`src/rtl/reaction_pkg.sv`:
```
// Shared types and constants for the reaction-timer sequencing FSM.
package reaction_pkg;

  typedef enum logic [2:0] {
    IDLE  = 3'd0,
    WAIT  = 3'd1,
    RUN   = 3'd2,
    CMP   = 3'd3,
    SCORE = 3'd4,
    HISC  = 3'd5,
    FOUL  = 3'd6
  } state_t;

  localparam logic [1:0] DISP_BLANK   = 2'd0;
  localparam logic [1:0] DISP_LIVE    = 2'd1;
  localparam logic [1:0] DISP_SCORE   = 2'd2;
  localparam logic [1:0] DISP_HISCORE = 2'd3;

  localparam logic [9:0] LED_OFF    = 10'h000;
  localparam logic [9:0] LED_ALL    = 10'h3FF;
  localparam logic [9:0] LED_RECORD = 10'b1010101010;
  localparam logic [9:0] LED_FOUL   = 10'b0101010101;

  localparam logic [15:0] HISCORE_NONE = 16'hFFFF;
  localparam logic [15:0] BCD_MAX      = 16'h9999;

endpackage

```
`src/rtl/ms_delay_timer.sv`:
```
// Loadable down-counter stepped by the 1 ms tick; done fires combinationally on
// the tick that takes the count from 1 to 0 so the FSM can leave WAIT on that edge.
module ms_delay_timer #(
  parameter int W = 11
) (
  input  logic         clk,
  input  logic         reset,
  input  logic         load,
  input  logic [W-1:0] load_value,
  input  logic         en,
  input  logic         tick,
  output logic         done
);

  logic [W-1:0] count;

  always_ff @(posedge clk) begin
    if (reset)
      count <= '0;
    else if (load)
      count <= load_value;
    else if (en && tick && count != '0)
      count <= count - W'(1);
  end

  assign done = en && tick && (count == W'(1));

endmodule

```
`src/rtl/reaction_controller.sv`:
```
// Reaction-timer game sequencer: arms the LFSR, runs the random wait, times the player and
// tracks the best score. Optional false-start detection is enabled with `define FALSE_START_EN.
module reaction_controller
  import reaction_pkg::*;
#(
  parameter int DELAY_W   = 11,
  parameter int MIN_DELAY = 500
) (
  input  logic               MAX10_CLK1_50,
  input  logic               reset,
  input  logic               start_i,
  input  logic               stop_i,
  input  logic               ms_tick_i,
  input  logic [DELAY_W-1:0] rand_i,
  input  logic [15:0]        elapsed_i,
  output logic               lfsr_en_o,
  output logic               cnt_clr_o,
  output logic               cnt_en_o,
  output logic [15:0]        score_o,
  output logic [15:0]        hiscore_o,
  output logic               new_hi_o,
  output logic [1:0]         disp_sel_o,
  output logic [9:0]         led_o,
  output logic [2:0]         state_o
);

  localparam logic [DELAY_W-1:0] MIN_D = DELAY_W'(MIN_DELAY);

  state_t             state, next_state;
  logic               round_start, is_record, timer_done;
  logic               next_lfsr_en, next_cnt_en, next_new_hi;
  logic [1:0]         next_disp;
  logic [9:0]         next_led;
  logic [DELAY_W-1:0] delay_load;

  assign delay_load = (rand_i < MIN_D) ? MIN_D : rand_i;
  assign is_record  = (score_o < hiscore_o);
  assign state_o    = state;

  ms_delay_timer #(.W(DELAY_W)) u_delay (
    .clk        (MAX10_CLK1_50),
    .reset      (reset),
    .load       (round_start),
    .load_value (delay_load),
    .en         (state == WAIT),
    .tick       (ms_tick_i),
    .done       (timer_done)
  );

  // Outputs are decoded from next_state so they register on the same edge as the state.
  always_comb begin
    next_state  = state;
    round_start = 1'b0;
    case (state)
      IDLE:  if (start_i) round_start = 1'b1;
      WAIT: begin
`ifdef FALSE_START_EN
        if (stop_i) next_state = FOUL;
        else
`endif
        if (timer_done) next_state = RUN;
      end
      RUN:   if (stop_i || elapsed_i == BCD_MAX) next_state = CMP;
      CMP:   next_state = SCORE;
      SCORE: if (start_i) round_start = 1'b1; else if (stop_i) next_state = HISC;
      HISC:  if (start_i) round_start = 1'b1; else if (stop_i) next_state = SCORE;
      FOUL:  if (start_i) round_start = 1'b1;
      default: next_state = IDLE;
    endcase
    if (round_start) next_state = WAIT;

    next_new_hi = new_hi_o;
    if (round_start) next_new_hi = 1'b0;
    else if (state == CMP && is_record) next_new_hi = 1'b1;

    next_lfsr_en = 1'b0;
    next_cnt_en  = 1'b0;
    next_disp    = DISP_BLANK;
    next_led     = LED_OFF;
    case (next_state)
      IDLE: next_lfsr_en = 1'b1;
      RUN: begin
        next_cnt_en = 1'b1;
        next_disp   = DISP_LIVE;
        next_led    = LED_ALL;
      end
      // Hold the frozen live value for the single compare cycle.
      CMP: begin
        next_disp = DISP_LIVE;
        next_led  = LED_ALL;
      end
      SCORE: begin
        next_disp = DISP_SCORE;
        next_led  = next_new_hi ? LED_RECORD : LED_OFF;
      end
      HISC: begin
        next_disp = DISP_HISCORE;
        next_led  = next_new_hi ? LED_RECORD : LED_OFF;
      end
      FOUL: begin
        next_lfsr_en = 1'b1;
        next_led     = LED_FOUL;
      end
      default: ;
    endcase
  end

  always_ff @(posedge MAX10_CLK1_50) begin
    if (reset) begin
      state      <= IDLE;
      lfsr_en_o  <= 1'b1;
      cnt_clr_o  <= 1'b0;
      cnt_en_o   <= 1'b0;
      score_o    <= '0;
      hiscore_o  <= HISCORE_NONE;
      new_hi_o   <= 1'b0;
      disp_sel_o <= DISP_BLANK;
      led_o      <= LED_OFF;
    end else begin
      state      <= next_state;
      lfsr_en_o  <= next_lfsr_en;
      cnt_clr_o  <= round_start;
      cnt_en_o   <= next_cnt_en;
      new_hi_o   <= next_new_hi;
      disp_sel_o <= next_disp;
      led_o      <= next_led;
      if (state == RUN && next_state == CMP) score_o <= elapsed_i;
      if (state == CMP && is_record) hiscore_o <= score_o;
    end
  end

endmodule

```
`config.mk`:
```
export PLATFORM = sky130hd
export DESIGN_NAME = reaction_controller
export DESIGN_NICKNAME = d
export VERILOG_FILES = /design/src/rtl/reaction_pkg.sv /design/src/rtl/ms_delay_timer.sv /design/src/rtl/reaction_controller.sv
export SDC_FILE = /design/constraint.sdc
export NUM_CORES = 1
export LEC_CHECK = 0
export CAP_MARGIN = 20
export CORE_MARGIN = 2
export CORE_UTILIZATION = 41
export CTS_BUF_LIST = sky130_fd_sc_hd__clkbuf_4
export DETAILED_ROUTE_END_ITERATION = 12
export DONT_BUFFER_PORTS = 1
export PLACE_DENSITY_LB_ADDON = 0.25
export SLEW_MARGIN = 20
export SYNTH_ARGS = -nofsm -noshare
export SYNTH_HDL_FRONTEND = slang
export SYNTH_SLANG_ARGS = --single-unit
```
`constraint.sdc`:
```
create_clock -name MAX10_CLK1_50 -period 4.2 [get_ports MAX10_CLK1_50]
set_input_delay 0.21 -clock MAX10_CLK1_50 [delete_from_list [all_inputs] [get_ports MAX10_CLK1_50]]
set_output_delay 0.21 -clock MAX10_CLK1_50 [all_outputs]
set_load 0.1 [all_outputs]
```
==> results of run 1 <==
-- layer usage --
metal	part of all wire [%]	track usage, %	wire (microns)	vias up
met2	45	28.69	3310	62
met1	45	25.27	3297	1157
li1	-	-	-	1259
met3	8.3	6.464	605	6
met4	0.92	4.613	67	0
met5	0	0	0	-
-- worst max-delay path, stage by stage, from the launching register on --
cell	delay, ns
dfxtp_1	0.34
buf_4	0.30
inv_1	0.08
ha_1	0.30
and3_1	0.20
a221o_1	0.35
a22oi_1	0.15
a21o_1	0.77
mux2i_1	0.27
-- final timing paths --
| kind | cells past startpoint | end |
|---|---|---|
| setup / recovery | 8 | hiscore_o[1] |
| hold / removal | 2 | hiscore_o[2] |
| setup reg to reg | 8 | hiscore_o[1] |
| hold reg to reg | 2 | u_delay.count[8] |
-- sequential cells by signal (all words and copies together) (netlist names) --
register,count
cnt_clr_o,1
cnt_en_o,1
disp_sel_o,2
hiscore_o,16
led_o,2
lfsr_en_o,1
new_hi_o,1
score_o,16
state_o,3
u_delay.count,11
-- synth_stat cells (3+ instances only) --
master	n
inv_1	24
o21a_1	4
or3_1	3
a21oi_1	9
nand3_1	8
a21o_1	3
a31oi_1	5
dlygate4sd1_1	3
nor3_1	4
nand4_1	4
nand2_1	9
o21ai_0	5
ha_1	18
nand2b_1	4
clkbuf_1	3
dfxtp_1	54
a211oi_1	3
nor2_1	62
mux2i_1	32
buf_4	8
and3_1	4
-- final cells by class --
class                   count  area [sq um]  area share, %
clock buffers               6         45.04          1.264
clock inverters             2         8.758         0.2459
inverters                  24         90.09          2.529
multi-input cells         230          1663          46.68
flip-flops and latches     54          1089          30.56
well taps                  99         123.9          3.477
repair buffers             61         543.0          15.24
-- where the power goes --
group	switching, W	internal, W	total (W)
Sequential	0.0000291	0.000526	0.000555
Combinational	0.0000907	0.0000666	0.000157
Clock	0.000166	0.0000699	0.000236
-- what timing repair did --
action / in CTS / in global routing
setup endpoints to repair: 0 / 0
hold buffers: 22 / 2
hold endpoints to repair: 48 / 2
-- stage by stage --
step                      setup slack [ns]  cell area, sq um  total power [W]
final                                1.364              3562        0.0009484
after global routing                 1.179              3562        0.0009969
after CTS                            1.361              3523        0.0009547
after global placement               1.460              3232        0.0006907
after floorplan                      1.561              2988        0.0006770
after detailed placement             1.395              3232        0.0006915
-- logic make-up after synthesis --
logic type,after synthesis
simple gates,118
fa+ha+maj,18
buf+inv,44
mux,34
flops,54
xor+xnor,2
compound gates,58
==> flow_summary_export.csv, run 1 <==
group,metric,value,unit
status,status,"finished, final reports clean",
yosys,synthSimpleGateAreaFrac,20.98,%
floorplanning,core,0.007137,sq mm
yosys,synth.distinct_cells,67,
yosys,synth_top_family_by_area,"simple AND/OR/NAND/NOR gates",
yosys,synth_top_cell_by_area,"dfxtp_1",
power,vdd_ir_drop_max,0.0001354,V
clock_network,cts_buffers,5,
floorplanning,fp-row-count,31,
yosys,ys_ff_latch,54,
clock_network,cts_resized,0,
yosys,synth_area_leaders,"dfxtp_1 36%, mux2i_1 11%, nor2_1 7.8%",
routing,firstDrtPassIters,4,
placement,dp_cells,443,
routing,viasPerCell,5.218,
routing,ant_nets,0,
worst_hold_path,hp-class,"input pin to register",
critical_path,crit_path_start,"hiscore_o[10]",
flow_run,cap_viol_max_count,0,
routing,dr_total_vias,2484,
yosys,synth_top_area_share,36.18,%
finish,final_cell_mix,"62 x nor2_1, 52 x dfxtp_1, 36 x buf_4",
timing,min_period,2.836,ns
power,p_leak,1.589,nW
placement,port_buffers,0,
yosys,synth_edf_count,0,
power,cellPowerDensity,266.2,mW/mm^2
floorplanning,die_w,89.37,microns
yosys,syn_nets,378,
floorplanning,boundaryPins,83,
finish,drive_above_1_share,16.45,%
critical_path,r2r_slack,1.36,ns
timing,finalHoldWorstSlack,0.01364,ns
routing,wirelength,7279,microns
yosys,syn_inst,328,
global_route,grt_pass1_vias,2333,
finish,area_growth,19.22,%
critical_path,cp.required,4.51,ns
clock_network,clk_pin_slew,0.15,ns
placement,routabilityCongestion,0.7890,
routing,drt_iter0_drc,63,
clock_network,root_buffer,"clkbuf_4",
clock_network,cts_buffer_depth,2,
critical_path,cp-end-kind,"register",
timing,report.final.setup_viol,0,
critical_path,crit_path_start_kind,"register",
timing,finClkSkew,0.01660,ns
finish,diodes,0,
global_route,grt_max_degree,59,
routing,wire_per_inst,15.29,microns
yosys,syn-cell-area,0.002988,sq mm
yosys,synthMuxAreaShare,11.47,%
yosys,synthAdderAreaFrac,7.538,%
finish,final_common_cell,"nor2_1",
yosys,yosys_warnings,0,
floorplanning,fp.dieH,89.37,microns
clock_network,cts_setup_buffers,0,
finish,final_util,49.91,%
clock_network,cts.sinks,54,
finish,nFillCells,688,
routing,remaining_drc_errors,0,
timing,rsz0062_at_grt,"false",
floorplanning,die_area,0.007986,sq mm
global_route,gr-total-overflow,0,
critical_path,r2r-start,"hiscore_o[10]",
timing,min_period_over_period,67.53,%
yosys,ys_seq_area_share,36.18,%
global_route,grt_pass1_wl,11590,microns
worst_hold_path,min_from,"reset",
timing,tightest_slew,1.114,ns
yosys,synth_flop_cell,"dfxtp_1",
critical_path,worstPathArrival,3.15,ns
yosys,synth_area_per_cell,9.109,sq um
floorplanning,start_util,41.87,%
clock_network,cts-htree-levels,2,
clock_network,clk_latency,0.38,ns
timing,fmax,352.6,MHz
global_route,grtUsageTotal,18.70,%
critical_path,cp_max_fo,18,
global_route,antenna_found_initial,0,
clock_network,cts_tree,"done",
timing,slew_headroom,25.73,%
placement,dp_hpwl,5116,microns
finish,finalNetCount,426,
timing,timing.setup.tns,0,ns
yosys,synth_compound_area_share,14.95,%
timing,final_hold_viol_count,0,
yosys,synthXorXnorAreaFrac,0.5863,%
yosys,synthArstFlopShare,0,%
critical_path,criticalPathCategory,"register to register",
finish,stdcell_count,476,
timing,slew_viol_final,0,
No activity file was read; power rests on OpenSTA's default activity.
==> inputs of run 2 (changes only) <==
Clock period 4.2 ns to 2.6 ns, I/O delays scaled along.
==> flow_summary_export.csv, run 2 (synthesized netlist as in run 1, its figures left out) <==
group,metric,value,unit
timing,rsz0062_at_grt,"false",
critical_path,r2r_slack,0.20,ns
clock_network,cts_buffer_depth,2,
timing,report.final.setup_viol,0,
routing,remaining_drc_errors,0,
placement,routabilityCongestion,0.8048,
power,vdd_ir_drop_max,0.0002893,V
routing,ant_nets,0,
floorplanning,fp-row-count,31,
global_route,gr-total-overflow,0,
timing,fmax,416.2,MHz
critical_path,cp-end-kind,"register",
timing,tightest_slew,0.9446,ns
routing,wirelength,7294,microns
clock_network,clk_pin_slew,0.17,ns
timing,slew_headroom,36.94,%
critical_path,worstPathArrival,2.75,ns
clock_network,cts-htree-levels,2,
finish,diodes,0,
finish,finalNetCount,433,
clock_network,cts_tree,"done",
routing,wire_per_inst,15.10,microns
timing,timing.setup.tns,0,ns
clock_network,clk_latency,0.39,ns
floorplanning,core,0.007137,sq mm
timing,min_period,2.403,ns
worst_hold_path,hp-class,"input pin to register",
routing,drt_iter0_drc,91,
timing,min_period_over_period,92.40,%
critical_path,criticalPathCategory,"register to register",
status,status,"finished, final reports clean",
power,p_leak,1.647,nW
clock_network,cts.sinks,54,
timing,final_hold_viol_count,0,
power,cellPowerDensity,470.9,mW/mm^2
finish,final-seq-area,0.001096,sq mm
routing,firstDrtPassIters,4,
critical_path,critPathMaxStageDelay,0.55,ns
critical_path,cp_cell_sequence,"inv_1 -> ha_1 -> nor2b_1 -> nand4_1 -> nand2_2 -> or4_1 -> a31oi_1 -> dlygate4sd3_1",
floorplanning,fp.dieH,89.37,microns
global_route,grt_pass1_wl,11650,microns
finish,area_growth,23.53,%
critical_path,critPathBufInv,2,
floorplanning,die_w,89.37,microns
global_route,grtUsageTotal,18.77,%
finish,drive_above_1_share,19.01,%
finish,largest_registers,"hiscore_o x16, score_o x16, u_delay.count x11",
finish,multiInputGateArea,0.001662,sq mm
critical_path,cp_max_fo,7,
critical_path,cp.required,2.95,ns
critical_path,crit_path_start_kind,"register",
critical_path,crit_slowest_cell,"dlygate4sd3_1",
placement,dp_hpwl,5343,microns
finish,final_common_cell,"nor2_1",
timing,finalHoldWorstSlack,0.02842,ns
global_route,grt_max_degree,68,
placement,port_buffers,0,
floorplanning,die_area,0.007986,sq mm
routing,dr_total_vias,2492,
floorplanning,start_util,41.87,%
floorplanning,boundaryPins,83,
clock_network,cts_buffers,5,
global_route,grt_pass1_vias,2381,
routing,viasPerCell,5.159,
global_route,antenna_found_initial,0,
clock_network,root_buffer,"clkbuf_4",
timing,slew_viol_final,0,
flow_run,cap_viol_max_count,0,
timing,finClkSkew,0.01992,ns
critical_path,crit_family,"simple AND/OR/NAND/NOR gates",
finish,nFillCells,700,
finish,final_cell_mix,"62 x nor2_1, 46 x dfxtp_1, 40 x buf_4",
-- run 2: final timing paths --
check                   startpoint               end  cells past startpoint
hold / removal             start_i        state_o[0]                      3
setup reg to reg  u_delay.count[0]  u_delay.count[9]                      8
hold reg to reg   u_delay.count[8]  u_delay.count[8]                      2
setup / recovery  u_delay.count[0]  u_delay.count[9]                      8
-- run 2: final cells by class --
class / instances / share of cell area, %
Clock buffer: 5 / 1.017
Timing Repair Buffer: 68 / 16.75
Sequential cell: 54 / 29.69
Inverter: 24 / 2.441
Clock inverter: 3 / 1.729
Tap cell: 99 / 3.356
Multi-Input combinational cell: 230 / 45.02
-- run 2: repair_timing --
action                                  4_1_cts  5_1_grt
endpoints found under the hold margin        54        0
buffers inserted                              0        0
endpoints found under the setup margin        0        1
gates resized for setup                       0        1
hold buffers                                 26        0
-- run 2: through the flow --
| step | power, W | worst slack [ns] | utilization (%) | area (sq um) | instances |
|---|---|---|---|---|---|
| after CTS | 0.001747 | 0.1638 | 51.68 | 3689 | 483 |
| after floorplan | 0.001094 | 0.005392 | - | 2995 | 328 |
| after global placement | 0.001118 | 0.4890 | 46.37 | 3309 | 449 |
| after detailed placement | 0.001121 | 0.4501 | 46.37 | 3309 | 449 |
| after global routing | 0.001813 | 0.06003 | 51.72 | 3691 | 483 |
| final | 0.001738 | 0.1975 | 51.72 | 3691 | 483 |
-- run 2: worst min-delay path: stages --
cell and delay (ns):
a22o_1 0.12, nor3_2 0.07, nor2_1 0.07
-- run 2: where the power goes --
part / leakage (nW) / switching, W / total, W / internal (W)
Clock: 0.0528 / 0.000284 / 0.000581 / 0.000297
Combinational: 1.15 / 0.000153 / 0.000264 / 0.000111
Sequential: 0.440 / 0.0000440 / 0.000893 / 0.000849
Total: 1.65 / 0.000481 / 0.00174 / 0.00126
-- run 2: layer usage --
| metal | wire length (microns) | GRT usage [%] |
|---|---|---|
| met1 | 3260 | 24.77 |
| met2 | 3337 | 29.43 |
| met3 | 552 | 5.633 |
| met4 | 143 | 6.106 |
| met5 | 0 | 0 |
